`config.mk`:
```
export PLATFORM = sky130hd
export DESIGN_NAME = instruction_fetch
export DESIGN_NICKNAME = d
export VERILOG_FILES = /design/src/rtl/fetch_pkg.sv /design/src/rtl/next_pc_select.sv /design/src/rtl/instruction_fetch.sv
export SDC_FILE = /design/constraint.sdc
export NUM_CORES = 1
export LEC_CHECK = 0
export CAP_MARGIN = 20
export CORE_ASPECT_RATIO = 1.2
export CORE_MARGIN = 2
export CORE_UTILIZATION = 48
export DETAILED_ROUTE_END_ITERATION = 10
export GPL_TIMING_DRIVEN = 0
export HOLD_SLACK_MARGIN = 0.15
export PLACE_DENSITY = 0.91
export REMOVE_ABC_BUFFERS = 1
export SLEW_MARGIN = 20
export SYNTH_ARGS = -nofsm -noshare
export SYNTH_HDL_FRONTEND = slang
export SYNTH_SLANG_ARGS = --single-unit
```
`constraint.sdc`:
```
create_clock -name clk -period 3.4 [get_ports clk]
set_input_delay 0.68 -clock clk [delete_from_list [all_inputs] [get_ports clk]]
set_output_delay 0.68 -clock clk [all_outputs]
set_load 0.005 [all_outputs]
```
`src/rtl/fetch_pkg.sv`:
```
// Shared types and constants for the instruction fetch stage: FSM states,
// datapath widths and the bit positions of the five instruction fields.
package fetch_pkg;

  localparam int PC_W    = 16;
  localparam int FIELD_W = 5;
  localparam int INSTR_W = 5 * FIELD_W;

  // LSB of each field inside the instruction register; part1 is the opcode
  localparam int P1_LSB = 20;
  localparam int P2_LSB = 15;
  localparam int P3_LSB = 10;
  localparam int P4_LSB = 5;
  localparam int P5_LSB = 0;

  typedef enum logic {
    REQ  = 1'b0,
    FULL = 1'b1
  } fetch_state_e;

endpackage

```
`src/rtl/next_pc_select.sv`:
```
// Redirect arbitration: folds jr/jump/branch into a single redirect flag and
// the winning target address (jr beats jump beats branch).
module next_pc_select #(
  parameter int PC_W = fetch_pkg::PC_W
) (
  input  logic            jr,
  input  logic [PC_W-1:0] jr_address,
  input  logic            jump,
  input  logic [PC_W-1:0] j_address,
  input  logic            branch_taken,
  input  logic [PC_W-1:0] branch_address,
  output logic            redir,
  output logic [PC_W-1:0] target
);

  always_comb begin
    redir  = jr | jump | branch_taken;
    target = branch_address;
    if (jr) begin
      target = jr_address;
    end else if (jump) begin
      target = j_address;
    end
  end

endmodule

```
`src/rtl/instruction_fetch.sv`:
```
// Fetch stage: holds the PC, requests instruction memory with a req/ready
// handshake and presents one captured instruction at a time to decode.
module instruction_fetch #(
  parameter int                     PC_W     = fetch_pkg::PC_W,
  parameter int                     INSTR_W  = fetch_pkg::INSTR_W,
  parameter int                     FIELD_W  = fetch_pkg::FIELD_W,
  parameter logic [PC_W-1:0]        RESET_PC = '0
) (
  input  logic               clk,
  input  logic               rst,
  output logic               mem_req,
  output logic [PC_W-1:0]    mem_addr,
  input  logic               mem_ready,
  input  logic [INSTR_W-1:0] mem_rdata,
  output logic               out_valid,
  input  logic               out_ready,
  output logic [FIELD_W-1:0] part1_out,
  output logic [FIELD_W-1:0] part2_out,
  output logic [FIELD_W-1:0] part3_out,
  output logic [FIELD_W-1:0] part4_out,
  output logic [FIELD_W-1:0] part5_out,
  output logic [PC_W-1:0]    instr_pc,
  input  logic               jr,
  input  logic [PC_W-1:0]    jr_address,
  input  logic               jump,
  input  logic [PC_W-1:0]    j_address,
  input  logic               branch_taken,
  input  logic [PC_W-1:0]    branch_address
);

  import fetch_pkg::*;

  fetch_state_e       state_q, state_d;
  logic [PC_W-1:0]    pc_q, pc_d;
  logic               pend_q, pend_d;
  logic [PC_W-1:0]    pend_target_q, pend_target_d;
  logic [INSTR_W-1:0] ir_p1, ir_d;
  logic [PC_W-1:0]    instr_pc_p1, instr_pc_d;
  logic               vld_p1, vld_d;
  logic               redir;
  logic [PC_W-1:0]    redir_target;

  next_pc_select #(
    .PC_W(PC_W)
  ) u_next_pc_select (
    .jr            (jr),
    .jr_address    (jr_address),
    .jump          (jump),
    .j_address     (j_address),
    .branch_taken  (branch_taken),
    .branch_address(branch_address),
    .redir         (redir),
    .target        (redir_target)
  );

  always_comb begin
    state_d       = state_q;
    pc_d          = pc_q;
    pend_d        = pend_q;
    pend_target_d = pend_target_q;
    ir_d          = ir_p1;
    instr_pc_d    = instr_pc_p1;
    vld_d         = vld_p1;
    unique case (state_q)
      REQ: begin
        if (mem_ready) begin
          // A redirect seen while the request was outstanding makes the
          // returned word stale; the live redirect wins over a pending one.
          if (redir) begin
            pc_d   = redir_target;
            pend_d = 1'b0;
          end else if (pend_q) begin
            pc_d   = pend_target_q;
            pend_d = 1'b0;
          end else begin
            ir_d       = mem_rdata;
            instr_pc_d = pc_q;
            vld_d      = 1'b1;
            pc_d       = pc_q + PC_W'(1);
            state_d    = FULL;
          end
        end else if (redir) begin
          pend_d        = 1'b1;
          pend_target_d = redir_target;
        end
      end
      FULL: begin
        if (redir) begin
          vld_d   = 1'b0;
          pc_d    = redir_target;
          state_d = REQ;
        end else if (out_ready) begin
          vld_d   = 1'b0;
          state_d = REQ;
        end
      end
      default: state_d = REQ;
    endcase
  end

  // Stage boundary: PC/control registers and the instruction register
  always_ff @(posedge clk) begin
    if (rst) begin
      state_q       <= REQ;
      pc_q          <= RESET_PC;
      pend_q        <= 1'b0;
      pend_target_q <= '0;
      ir_p1         <= '0;
      instr_pc_p1   <= '0;
      vld_p1        <= 1'b0;
    end else begin
      state_q       <= state_d;
      pc_q          <= pc_d;
      pend_q        <= pend_d;
      pend_target_q <= pend_target_d;
      ir_p1         <= ir_d;
      instr_pc_p1   <= instr_pc_d;
      vld_p1        <= vld_d;
    end
  end

  assign mem_req   = (state_q == REQ) && !rst;
  assign mem_addr  = pc_q;
  assign out_valid = vld_p1;
  assign instr_pc  = instr_pc_p1;
  assign part1_out = ir_p1[P1_LSB +: FIELD_W];
  assign part2_out = ir_p1[P2_LSB +: FIELD_W];
  assign part3_out = ir_p1[P3_LSB +: FIELD_W];
  assign part4_out = ir_p1[P4_LSB +: FIELD_W];
  assign part5_out = ir_p1[P5_LSB +: FIELD_W];

endmodule

```
==> results.json, run 1 <==
{
  "wl_met3_um": 794,
  "worst_hold_startpoint": "ir_p1[24]$_SDFFE_PP0P_",
  "async_flop_share_pct": 0,
  "cts_resized": 0,
  "design_area_mm2": 0.005283,
  "grtUsageTotal_pct": 23.66,
  "cts_tree": "done",
  "cts-root-buf": "clkbuf_8",
  "drtIter0Drc": 221,
  "first_global_vias": 3737,
  "drc": 0,
  "cts_buffers": 9,
  "p_sw_share_pct": 27.08,
  "cts.hold.buffers_added": 0,
  "synth_top_area_share_pct": 40.30,
  "ios": 139,
  "setup-tns-final_ns": 0,
  "core_area_mm2": 0.007664,
  "synthTopCellsByCount": "120 x nand2_1, 76 x dfxtp_1, 71 x a21oi_1",
  "rows": 35,
  "post-cts-setup-buffer-count": 0,
  "post-route-period-util_pct": 77.65,
  "drive_gt1_share_pct": 7.389,
  "syn2layout_area_growth_pct": 39.94,
  "timing.slew.headroom_pct": 39.91,
  "min_period_ns": 2.640,
  "status": "finished, final reports clean",
  "fillerInstances": 625,
  "setup_viol": 0,
  "final_nets": 685,
  "wl_met2_mm": 5.260,
  "start_util_pct": 49.26,
  "yosys.area.top_type": "dfxtp_1",
  "clock.fmax_ghz": 0.3788,
  "clk_pin_slew_worst_paths_ns": 0.07,
  "pwr-share-seq_pct": 48.9,
  "synth_cells": 491,
  "yosysWarnings": 0,
  "antennaDiodeCount": 0,
  "grt_max_degree": 77,
  "ys_seq_area_share_pct": 40.30,
  "maxCapViolCount": 0,
  "critPathArrivalTime_ns": 2.88,
  "dr_total_vias": 3906,
  "rsz0062_at_grt": "no",
  "synth_cell_types": 51,
  "clk_latency_ns": 0.35,
  "internal_power_uw": 1463,
  "instances_no_fill": 701,
  "cts.sinks": 76,
  "clock_skew_ns": 0.007776,
  "ir_drop_v": 0.0004080,
  "worstSetupPathType": "input port to flip-flop",
  "endpoint_kind": "flip-flop",
  "clockPowerShare_pct": 34.0,
  "antenna_found_initial": 0,
  "p_comb_share_pct": 17.1,
  "die_w_um": 84.96,
  "grt_pass1_wl_mm": 16.52,
  "port_buffers": 138,
  "finalWorstSetupSlack_ns": 0.7599,
  "avgSynthCellArea_um2": 7.688,
  "power_switching_uw": 543.3,
  "wl_mm": 10.27,
  "cts_buffer_depth": 2,
  "grt_overflow_total": 0,
  "m1WireLength_mm": 3.978,
  "chipHeight_um": 101.1,
  "top_layer": "met4",
  "r2r-start": "state_q$_SDFF_PP0_",
  "worstSetupStartpoint": "branch_taken",
  "hold_violations": 0,
  "cp-start-kind": "input port",
  "hpwlAfterDp_mm": 7.275,
  "drtPass1Iterations": 5,
  "pre_cts_ws_ns": 0.4559,
  "detail-route-antenna-nets": 0,
  "avgRoutedWirePerCell_um": 14.66,
  "hold_path.class": "flip-flop to flip-flop",
  "placed_cell_area_mm2": 0.005089,
  "netlist_top_cells_area": "dfxtp_1 40%, nand2_1 12%, a21oi_1 9.4%",
  "synth.most_common_cell": "nand2_1",
  "die_area_mm2": 0.008593,
  "synth_edf_count": 0,
  "p_leak_uw": 0.001873,
  "max_slew.worst_pin.slew_ns": 0.8981,
  "ys_seq_elements": 76,
  "synthFlopType": "dfxtp_1",
  "cts_max_level": 3,
  "crit_required_ns": 3.64,
  "worstPathMaxFanout": 9,
  "slew_viol_final": 0,
  "synth_area_mm2": 0.003775,
  "cellPowerDensity_mw_per_mm2": 379.8,
  "vias_per_cell": 5.572,
  "gp_congestion": 0.8519,
  "post-place-cells": 685
}
[metrics by stage]
stage / power [uW] / util [%] / hold WS (ns)
5_1_grt: 2089 / 68.93 / 0.4717
3_5_place_dp: 1342 / 66.40 / 0.4453
4_1_cts: 2016 / 68.91 / 0.4572
3_3_place_gp: 1328 / 65.94 / 0.4412
2_1_floorplan: 1127 / - / 0.4300
6_report: 2006 / 68.93 / 0.4536
[layout by cell type (no fill, tap or decap), types with 4 or more instances in the layout]
master / Yosys / layout
nor2b_1: 6 / 6
o21ai_1: 5 / 5
nor2_1: 43 / 43
xnor2_1: 4 / 4
o21ai_0: 21 / 21
nor3_1: 8 / 7
nor3b_1: 4 / 4
clkdlybuf4s50_1: 0 / 135
nand2_1: 120 / 120
clkbuf_8: 0 / 9
dfxtp_1: 76 / 75
mux2_2: 8 / 8
mux2i_1: 17 / 17
a21oi_1: 71 / 71
o211ai_1: 4 / 4
inv_1: 5 / 5
xor2_1: 4 / 4
nand3_1: 6 / 6
[area by class of cell]
type                    count  area, um2  area share (%)
clock buffers              10      127.6           2.416
clock inverters             6      65.06           1.232
inverters                   5      18.77          0.3553
multi-input cells         371       2029           38.42
flip-flops and latches     76       1523           28.83
well taps                  92      115.1           2.179
repair buffers            141       1404           26.58
[worst max-delay path: stages]
cell             delay, ns
clkdlybuf4s50_1       0.57
nor4_2                0.78
nand2_1               0.18
o211a_1               0.29
a21o_1                0.16
a22o_1                0.22
[cells by family (layout without fill, tap and decap cells)]
kind of cell	Yosys count	after routing	synth area share [%]
AO/OA/AOI/OAI	129	129	20.12
adder cells (fa/ha/maj)	1	1	0.3314
buffers and inverters	44	162	6.265
AND/OR/NAND/NOR	208	208	24.23
multiplexers	25	25	6.894
flip-flops	76	76	40.30
XOR/XNOR	8	8	1.856
[state kept, by name, summed over array words and instances (netlist names)]
signal         cells
instr_pc          16
ir_p1             25
mem_addr          16
out_valid          1
pend_q             1
pend_target_q     16
state_q            1
[routing by layer]
| metal | up-vias | global-route usage (%) |
|---|---|---|
| met5 | - | 0 |
| met4 | 0 | 13.55 |
| met3 | 28 | 3.341 |
| met2 | 202 | 40.99 |
| met1 | 1775 | 28.01 |
| li1 | 1901 | - |
[power by group through the flow]
stage | clock network [uW] | registers [uW] | logic [uW]
final | 681 | 982 | 343
after global routing | 727 | 988 | 374
after CTS | 692 | 980 | 344
after detailed placement | 0 | 1000 | 342
after global placement | 0 | 997 | 331
after floorplan | 0 | 989 | 138
[final timing paths]
kind                               endpoint  slack [ns]  depth (start not counted)
setup / recovery  mem_addr[13]$_SDFFE_PP0P_        0.76                          6
hold / removal       ir_p1[24]$_SDFFE_PP0P_        0.45                          2
setup reg to reg  mem_addr[13]$_SDFFE_PP0P_        1.32                          5
hold reg to reg      ir_p1[24]$_SDFFE_PP0P_        0.45                          2
No activity file was read; power rests on OpenSTA's default activity.
==> run 2, diff against run 1 <==
--- a/config.mk
+++ b/config.mk
@@ -8,11 +8,11 @@
 export CAP_MARGIN = 20
 export CORE_ASPECT_RATIO = 1.2
 export CORE_MARGIN = 2
-export CORE_UTILIZATION = 48
+export CORE_UTILIZATION = 40
 export DETAILED_ROUTE_END_ITERATION = 10
 export GPL_TIMING_DRIVEN = 0
 export HOLD_SLACK_MARGIN = 0.15
-export PLACE_DENSITY = 0.91
+export PLACE_DENSITY = 0.81
 export REMOVE_ABC_BUFFERS = 1
 export SLEW_MARGIN = 20
 export SYNTH_ARGS = -nofsm -noshare
==> constraint.sdc (replaced) <==
create_clock -name clk -period 2.4 [get_ports clk]
set_input_delay 0.48 -clock clk [delete_from_list [all_inputs] [get_ports clk]]
set_output_delay 0.48 -clock clk [all_outputs]
set_load 0.005 [all_outputs]
==> results.json, run 2 (synthesis gave the netlist of run 1 again) <==
{
  "die_w_um": 92.68,
  "multi_input_comb_area_mm2": 0.002033,
  "r2r-end": "mem_addr[4]$_SDFFE_PP0P_",
  "clk_pin_slew_worst_paths_ns": 0.07,
  "worstSetupPathType": "input port to flip-flop",
  "grtUsageTotal_pct": 18.95,
  "worst-r2r-cell-count": 4,
  "wl_mm": 9.862,
  "clk_latency_ns": 0.35,
  "holdPathStages": 2,
  "worstPathMaxFanout": 11,
  "dr_total_vias": 3773,
  "clock.fmax_ghz": 0.4386,
  "hold_path.class": "flip-flop to flip-flop",
  "cts.hold.buffers_added": 0,
  "p_leak_uw": 0.001888,
  "final_nets": 685,
  "hold_end": "instr_pc[9]$_SDFFE_PP0P_",
  "cts_tree": "done",
  "drtPass1Iterations": 4,
  "port_buffers": 138,
  "status": "finished, final reports clean",
  "layout_common_cells": "135 x clkdlybuf4s50_1, 120 x nand2_1, 75 x dfxtp_1",
  "antennaDiodeCount": 0,
  "ios": 139,
  "chipHeight_um": 110.4,
  "worst_hold_startpoint": "instr_pc[9]$_SDFFE_PP0P_",
  "cellPowerDensity_mw_per_mm2": 546.6,
  "rows": 38,
  "design_area_mm2": 0.005355,
  "detail-route-antenna-nets": 0,
  "min_period_ns": 2.280,
  "largest_register_ffs": 25,
  "rsz0062_at_grt": "no",
  "avgRoutedWirePerCell_um": 13.55,
  "cts_max_level": 3,
  "ir_drop_v": 0.0003117,
  "hpwlAfterDp_mm": 7.091,
  "vias_per_cell": 5.183,
  "first_global_vias": 3549,
  "grt_overflow_total": 0,
  "start_util_pct": 41.35,
  "hold_violations": 0,
  "max_slew.worst_pin.slew_ns": 0.9306,
  "setup-tns-final_ns": 0,
  "cts-root-buf": "clkbuf_8",
  "fillerInstances": 821,
  "core_area_mm2": 0.009129,
  "syn2layout_area_growth_pct": 41.86,
  "gp_congestion": 0.8311,
  "r2r-start": "state_q$_SDFF_PP0_",
  "slew_viol_final": 0,
  "endpoint_kind": "flip-flop",
  "cts.sinks": 76,
  "timing.slew.headroom_pct": 37.73,
  "post-route-period-util_pct": 95.01,
  "cp-start-kind": "input port",
  "critPathArrivalTime_ns": 2.52,
  "cts_resized": 0,
  "layout_commonest_cell": "clkdlybuf4s50_1",
  "grt_max_degree": 77,
  "ff_latch_area_mm2": 0.001523,
  "placed_cell_area_mm2": 0.005136,
  "die_area_mm2": 0.01023,
  "post-place-cells": 713,
  "post-cts-setup-buffer-count": 0,
  "reg2reg_slack_ns": 0.41,
  "total_power_uw": 2927,
  "instances_no_fill": 728,
  "clock_skew_ns": 0.009414,
  "setup_viol": 0,
  "cts_buffers": 9,
  "largest_register": "ir_p1",
  "drc": 0,
  "drtIter0Drc": 169,
  "maxCapViolCount": 0,
  "crit_required_ns": 2.64,
  "cts_buffer_depth": 2,
  "grt_pass1_wl_mm": 16.05,
  "fin_util_pct": 58.66,
  "drive_gt1_share_pct": 7.401,
  "antenna_found_initial": 0
}
[run 2: cell count changes in the layout (fill, tap and decap cells not counted), sizes merged]
cell,delta
clkbuf,-1
clkinv,-1
bufinv,+1
[run 2: power breakdown]
group / internal [uW] / leakage, uW / total, uW / switching, uW
Sequential: 1320 / 0.000620 / 1390 / 73.0
Combinational: 278 / 0.00116 / 485 / 207
Clock: 581 / 0.000105 / 1050 / 473
Total: 2170 / 0.00189 / 2930 / 753
[run 2: critical path, cell delays in order]
cell	delay [ns]
clkdlybuf4s50_1	0.58
o31a_1	0.34
nor2_1	0.71
a21oi_1	0.09
a221oi_1	0.31
[run 2: worst max-delay path by stage]
stage | startpoint | to
after floorplan | jump | mem_addr[13]$_SDFFE_PP0P_
after global placement | jr | mem_addr[15]$_SDFFE_PP0P_
after detailed placement | branch_taken | instr_pc[11]$_SDFFE_PP0P_
after CTS | branch_taken | ir_p1[24]$_SDFFE_PP0P_
after global routing | branch_taken | mem_addr[4]$_SDFFE_PP0P_
final | branch_taken | mem_addr[4]$_SDFFE_PP0P_
[run 2: area by class of cell]
class / instances / area share, %
multi-input combinational: 371 / 37.97
sequential: 76 / 28.43
timing repair buffer: 141 / 26.45
tap: 120 / 2.804
clock buffer: 9 / 2.313
clock inverter: 6 / 1.682
inverter: 5 / 0.3505
[run 2: through the flow]
step	setup slack [ns]	hold slack (ns)
2_1_floorplan	0.07933	0.4300
3_3_place_gp	-2.014	0.4412
3_5_place_dp	-0.3475	0.4463
4_1_cts	0.02930	0.4571
5_1_grt	0.03405	0.4718
6_report	0.1198	0.4572
[run 2: metal layers]
metal / GRT usage (%) / routed length, um / vias up
li1: - / - / 1905
met1: 21.94 / 4163 / 1714
met2: 33.77 / 4847 / 139
met3: 3.615 / 705 / 15
met4: 7.843 / 146 / 0
met5: 0 / 0 / -
==> run 3, diff against run 2 <==
--- a/config.mk
+++ b/config.mk
@@ -5,7 +5,7 @@
 export SDC_FILE = /design/constraint.sdc
 export NUM_CORES = 1
 export LEC_CHECK = 0
-export CAP_MARGIN = 20
+export CAP_MARGIN = 40
 export CORE_ASPECT_RATIO = 1.2
 export CORE_MARGIN = 2
 export CORE_UTILIZATION = 40
@@ -13,7 +13,7 @@
 export GPL_TIMING_DRIVEN = 0
 export HOLD_SLACK_MARGIN = 0.15
 export PLACE_DENSITY = 0.81
-export REMOVE_ABC_BUFFERS = 1
+export RECOVER_POWER = 50
 export SLEW_MARGIN = 20
 export SYNTH_ARGS = -nofsm -noshare
 export SYNTH_HDL_FRONTEND = slang
==> results.json, run 3 (synthesis gave the netlist of run 1 again) <==
{
  "clk_pin_slew_worst_paths_ns": 0.07,
  "antennaDiodeCount": 0,
  "slowest_delay_ns": 0.50,
  "final_nets": 721,
  "min_period_ns": 2.223,
  "layout_commonest_cell": "nand2_1",
  "crit_required_ns": 1.92,
  "endpoint_kind": "primary output",
  "worstSetupPathType": "input port to primary output",
  "largest_register_ffs": 25,
  "cts_max_level": 3,
  "core_area_mm2": 0.009129,
  "grt_max_degree": 13,
  "worstPathMaxFanout": 10,
  "p_comb_share_pct": 18.8,
  "clockPowerShare_pct": 31.6,
  "internal_power_uw": 2021,
  "ios": 139,
  "largest_register": "ir_p1",
  "ir_drop_v": 0.0002578,
  "drc": 0,
  "vias_per_cell": 5.098,
  "met2_usage_pct": 36.55,
  "clock.fmax_ghz": 0.4497,
  "chipHeight_um": 110.4,
  "grt.busiest_layer": "met2",
  "clk_latency_ns": 0.34,
  "cellPowerDensity_mw_per_mm2": 504.2,
  "postSynthNetCount": 572,
  "hpwlAfterDp_mm": 8.391,
  "fin_util_pct": 60.06,
  "p_sw_share_pct": 26.89,
  "die_area_mm2": 0.01023,
  "drtPass1Iterations": 5,
  "clock_skew_ns": 0.005368,
  "design_area_mm2": 0.005483,
  "hold_violations": 0,
  "critPathArrivalTime_ns": 1.74,
  "gp_congestion": 0.8913,
  "cts-root-buf": "clkbuf_8",
  "cts_buffers": 9,
  "status": "finished, final reports clean",
  "use_met3_pct": 2.797,
  "syn2layout_area_growth_pct": 45.24,
  "detail-route-antenna-nets": 0,
  "grt_overflow_total": 0,
  "first_global_vias": 3724,
  "antenna_found_initial": 0,
  "setup_viol": 0,
  "p_leak_uw": 0.002157,
  "dr_total_vias": 3895,
  "drive_gt1_share_pct": 9.161,
  "hold_path.class": "flip-flop to flip-flop",
  "wl_mm": 10.65,
  "rsz0062_at_grt": "no",
  "pwr-share-seq_pct": 49.6,
  "max_slew.worst_pin.slew_ns": 0.6087,
  "cp_cell_sequence": "dlygate4sd2_1 -> clkbuf_8 -> clkbuf_4 -> nor2_1 -> clkdlybuf4s50_1",
  "timing.slew.headroom_pct": 59.42,
  "cts_tree": "done",
  "cp-start-kind": "input port",
  "placed_cell_area_mm2": 0.005301,
  "power_switching_uw": 743.2,
  "rows": 38,
  "grt_pass1_wl_mm": 17.42,
  "maxCapViolCount": 0,
  "cts_buffer_depth": 2,
  "fillerInstances": 839,
  "cts.sinks": 76,
  "start_util_pct": 41.35,
  "slew_viol_final": 0,
  "die_w_um": 92.68,
  "grtUsageTotal_pct": 20.59,
  "drtIter0Drc": 229,
  "met1_usage_pct": 24.70,
  "avgRoutedWirePerCell_um": 13.94,
  "cts.hold.buffers_added": 0,
  "port_buffers": 137,
  "post-route-period-util_pct": 92.65,
  "layout_common_cells": "120 x nand2_1, 78 x clkdlybuf4s50_1, 76 x dfxtp_1",
  "crit_slowest_cell": "clkdlybuf4s50_1"
}
-- run 3: cell count changes in the layout (fill, tap and decap cells not counted), moves of 2 or more --
cell / previous run / this run
clkbuf_2: 0 / 2
clkbuf_8: 9 / 12
buf_6: 0 / 7
clkbuf_1: 0 / 16
clkinv_4: 2 / 0
buf_2: 3 / 13
dlygate4sd3_1: 0 / 58
bufinv_16: 2 / 0
clkdlybuf4s50_1: 135 / 78
-- run 3: through the flow --
stage                     std cells  setup WS (ns)  hold slack [ns]  total power [uW]  setup TNS (ns)
after floorplan                 491         0.5179           0.4360              1646               0
after global placement          748        -0.4875           0.4411              1913          -1.491
after detailed placement        749        -0.5022           0.4477              1929          -2.744
after CTS                       764         0.1782           0.4580              2790               0
after global routing            764        0.05840           0.4750              2880               0
final                           764         0.1765           0.4525              2764               0
-- run 3: area by class of cell --
type	count	area (um2)	share of cell area, %
buffer	39	230.2	4.199
inverter	5	18.77	0.3423
tap	120	150.1	2.738
multi-input combinational	371	2011	36.67
sequential	76	1521	27.75
clock inverter	4	25.02	0.4564
timing repair buffer	138	1375	25.08
clock buffer	11	151.4	2.761
-- run 3: repair_timing --
| item | 4_1_cts | 5_1_grt |
|---|---|---|
| buffers inserted | 0 | 0 |
| resized for setup | 6 | 0 |
| setup endpoints to repair | 1 | 0 |
| endpoints found under the hold margin | 0 | 0 |
-- run 3: routing by layer --
metal | routed length [um] | vias up
li1 | - | 1968
met1 | 4611 | 1749
met2 | 5208 | 160
met3 | 644 | 18
met4 | 186 | 0
met5 | 0 | -
-- run 3: worst paths after layout --
check | depth (start not counted) | slack [ns] | start | to
hold / removal | 2 | 0.45 | instr_pc[10]$_SDFFE_PP0P_ | instr_pc[10]$_SDFFE_PP0P_
setup / recovery | 5 | 0.18 | rst | mem_req
setup reg to reg | 6 | 0.36 | mem_addr[0]$_SDFFE_PP0P_ | mem_addr[14]$_SDFFE_PP0P_
hold reg to reg | 2 | 0.45 | instr_pc[10]$_SDFFE_PP0P_ | instr_pc[10]$_SDFFE_PP0P_
-- run 3: power by group through the flow --
stage / registers [uW] / logic (uW) / clock network [uW]
after floorplan: 1390 / 255 / 0
after detailed placement: 1400 / 528 / 0
after global routing: 1380 / 568 / 932
after CTS: 1370 / 533 / 886
final: 1370 / 519 / 875
after global placement: 1400 / 515 / 0
-- run 3: critical path: cells and delay by family --
family                 cells  cell delay, ns
buffers and inverters      4            1.16
and+or+nand+nor            1            0.10
==> edit 1: new RTL, settings of run 2 <==
Change the package constant `PC_W` from 16 to 32.
--- a/src/rtl/fetch_pkg.sv
+++ b/src/rtl/fetch_pkg.sv
@@ -4,3 +4,3 @@
 
-  localparam int PC_W    = 16;
+  localparam int PC_W    = 32;
   localparam int FIELD_W = 5;
Ports: changed (5 resized); port bits go from 139 to 219. The function was not compared with the original's and may differ.
==> edit 1 against run 2 <==
- global-route usage is 4.3 points higher
- combinational power up 86%
- synthesized cell count up 72%
- sequential power rose by 64%
- synthesized area grew 65%
- power increased by 98%
- clock power increased to 2.5 times the old value
- wire length is 100% higher
- highest routed layer unchanged
- largest cell class unchanged
- setup slack worse by 0.17 ns
- sequential cell count increased by 48
- the run now ends with setup timing left
- cell area increased by 76%
==> edit 1: results (changes against run 2) <==
Setup WS post-layout: -0.0524 ns (-0.172 ns)
CP Class: reg -> reg
Setup crit start: mem_addr[5]
Final setup viols: 1 (+1)
metal3 WL: 1.29 mm (+83%)
internal power: 4.39 mW (+100%)
H-tree depth: 4 (+1)
Clock power frac: 45.3% (+9.3 points)
vias in the first global route: 6,237 (+76%)
GRT Total Usage: 23.3% (+4.3 points)
Synth top cells by count: 149 x nand2_1, 133 x a21oi_1, 124 x dfxtp_1, 115 x nor2_1, 55 x clkbuf_1
Synth Area in Adders: 0.201% (-0.13 points)
slowest CP cell: or4_4
Gate Count Post-Synth: 843 (+72%)
status: complete, but fails checks
Arrival @ worst endpoint: 2.76 ns (+0.24 ns)
DRT Pass-1 Iters: 5 (+1)
Fill cells: 1,356 (+65%)
met2 wire length: 9.92 mm (+100%)
proportion of synthesized area in mux cells: 7.68% (+0.78 points)
Clock Skews: 0.00763 ns (-0.00178 ns)
XOR/XNOR share of the synthesized area: 2.39% (+0.53 points)
Seq/Total Area, Yosys: 39.9% (-0.44 points)
Hold Startpoint: instr_pc[18]
failing checks: setup timing
CTS root buf: clkbuf_16
CP max stage delay: 0.56 ns (-0.15 ns)
utilization after layout: 62.6% (+4.0 points)
GR Util met1: 28.2% (+6.3 points)
[edit 1: cell count changes in the layout (fill, tap and decap cells not counted), sizes merged, moves of 16 or more]
cell / delta
a21oi: +60
buf: +22
clkbuf: +16
clkdlybuf4s50: +80
dfxtp: +48
mux2i: +24
nand2: +29
nor2: +72
o21ai: +24
[edit 1: layout make-up]
class	count	share of cell area [%]
Multi-Input combinational cell	644	38.0
Sequential cell	124	26.8
Timing Repair Buffer	243	25.8
Clock buffer	25	5.25
Tap cell	204	2.70
Clock inverter	7	1.17
Inverter	5	0.238
Timing Repair inverter	1	0.0530
[edit 1: cell families after synthesis]
group / count (synthesis)
AOI/OAI and AO/OA: 224
xor gates and xnor gates: 17
adders and majority gates: 1
buffers and inverters: 76
DFF: 124
muxes: 47
and+or+nand+nor: 354
[edit 1: timing repair]
action / 4_1_cts / 5_1_grt
hold buffers: 0 / 0
pin swaps: 4 / 1
gates cloned: 1 / 1
resized for setup: 39 / 11
setup endpoints to repair: 100 / 79
setup buffers: 12 / 1
==> edit 2: new RTL, config.mk and constraints of run 2 <==
Made on the original files. Reset style: asynchronous (`rst`), changed in one clocked block.
--- a/src/rtl/instruction_fetch.sv
+++ b/src/rtl/instruction_fetch.sv
@@ -101,3 +101,3 @@
   // Stage boundary: PC/control registers and the instruction register
-  always_ff @(posedge clk) begin
+  always_ff @(posedge clk or posedge rst) begin
     if (rst) begin
Formal check against the unedited RTL: differs if rst is asserted again (counterexample within 4 cycles, from zero or initial values and one cycle with rst high); with rst held inactive, the same outputs for 4 cycles.
==> edit 2 against run 2 <==
- global-route usage grew 0.51 points
- critical path depth is the same
- setup slack gained 0.047 ns
- synthesized area grew 6.2%
- via count shrank 9.7%
- cell area grew 7.4%
- wire length grew 2.9%
- maximum frequency grew 2.1%
- first-iteration DRC count shrank 33%
- sequential cell count is the same
- critical path type unchanged
Power is not compared: it rests on default switching activity, and its combinational part moved more than twofold at a synthesized area within 25%.
==> edit 2: results (changes against run 2) <==
vias in the first global route: 3,416 (-3.7%)
drt total wl: 10.1 mm (+2.9%)
initial drt markers: 114 (-33%)
share of cells above drive strength 1: 16.6% (+9.2 points)
critical-path maximum fanout: 10 (-1)
first-pass GRT wire length: 16.5 mm (+2.5%)
TritonCTS buffer count: 9 (unchanged)
slowest CP cell: or4_1
Reg clk slew, reported paths: 0.06 ns
Worst R2R Path Depth: 5 (+1)
CP max stage delay: 0.75 ns (+0.04 ns)
Clock Latency Late Sink: 0.33 ns (-0.02 ns)
status: complete, no violations
Worst Tran Pin Value: 0.787 ns (-0.144 ns)
Clock Skews: 0.00857 ns (-0.000847 ns)
leakage power: 2.31 nW
Seq/Total Area, Yosys: 47.4% (+7.1 points)
hold slack: 0.479 ns (+0.0218 ns)
initial antenna violation count: 0 (unchanged)
dpl hpwl: 7.31 mm (+3.1%)
met2 wire length: 5.03 mm (+3.8%)
Metal-1 WL: 4.38 mm (+5.1%)
top post-synthesis cells by area: dfrtp_1 47%, mux2_2 16%, o21ai_0 4.1%
Critical Path Sink: mem_addr[0]
RR Startpoint: mem_addr[0]
reg-to-reg slack, setup: 0.24 ns (-0.17 ns)
metal3 WL: 565 µm (-20%)
met2 Use GR: 33.5% (-0.30 points)
Sw Share: 26.2%
Via density: 5.44 (+4.9%)
GRT Total Usage: 19.5% (+0.51 points)
Synth top cells by count: 76 x dfrtp_1, 56 x mux2_2, 33 x o21ai_0, 28 x nand2_1, 16 x mux2i_1
CTS root buf: clkbuf_16
CP top delay family: simple AND/OR/NAND/NOR gates
maximum vdd drop: 0.000335 V
Hold Startpoint: pend_target_q[13]
GR Util met1: 23.9% (+2.0 points)
Arrival @ worst endpoint: 2.43 ns (-0.09 ns)
Hold Path Sink: pend_target_q[13]
Hold Crit Depth: 2 (unchanged)
Async SR Flop Fraction: 100% (+100 points)
nets@finish: 579 (-15%)
M3 GR Usage: 3.17% (-0.44 points)
Synth Warn #: 0 (unchanged)
largest net degree at the start of global routing: 51 (-34%)
reg2reg end: mem_addr[14]
Top FF cell, synth: dfrtp_1
GPL Wtd Cong: 0.839 (+1.0%)
edit 2: cell count changes after synthesis, moves of 9 or more:
cell / before / now
nand2_1: 120 / 28
dfrtp_1: 0 / 76
dfxtp_1: 76 / 0
a21oi_1: 71 / 12
mux2_2: 8 / 56
nor2_1: 43 / 7
o21ai_0: 21 / 33
clkbuf_1: 16 / 7
edit 2: kinds of logic after synthesis:
logic type      count (synthesis)  share of synthesized area [%]
fa+ha+maj                       1                          0.312
buf+inv                        34                           4.15
xor+xnor                        3                          0.655
mux                            72                           19.7
simple gates                   95                           13.4
compound gates                 91                           14.4
flops                          76                           47.4
edit 2: power by group through the flow:
| stage | logic [mW] | registers, mW | clock network [mW] |
|---|---|---|---|
| floorplan | 0.450 | 1.79 | 0 |
| global placement | 1.18 | 1.79 | 0 |
| detailed placement | 1.22 | 1.82 | 0 |
| CTS | 1.22 | 1.80 | 1.23 |
| global route | 1.32 | 1.84 | 1.27 |
| finish | 1.21 | 1.80 | 1.19 |
edit 2: stage by stage:
step	power [mW]	std cells	setup WS (ns)	instance area, µm²
after floorplan	2.24	346	-0.478	3870
final	4.20	627	0.167	5750
after detailed placement	3.04	612	-0.804	5460
after CTS	4.25	627	0.0608	5730
after global placement	2.98	610	-2.94	5410
after global routing	4.43	627	0.0189	5750
edit 2: what timing repair did:
item | 4_1_cts | 5_1_grt
endpoints found under the setup margin | 41 | 23
setup buffers | 1 | 0
hold buffers | 0 | 0
pin swaps | 1 | 0
resized for setup | 2 | 4
edit 2: final cells by class:
class | instances | area (µm²)
clock inverters | 2 | 12.5
well taps | 126 | 158
clock buffers | 12 | 246
multi-input cells | 262 | 1970
flip-flops and latches | 76 | 1900
fillers | 829 | 4160
inverters | 8 | 36.3
repair buffers | 141 | 1430
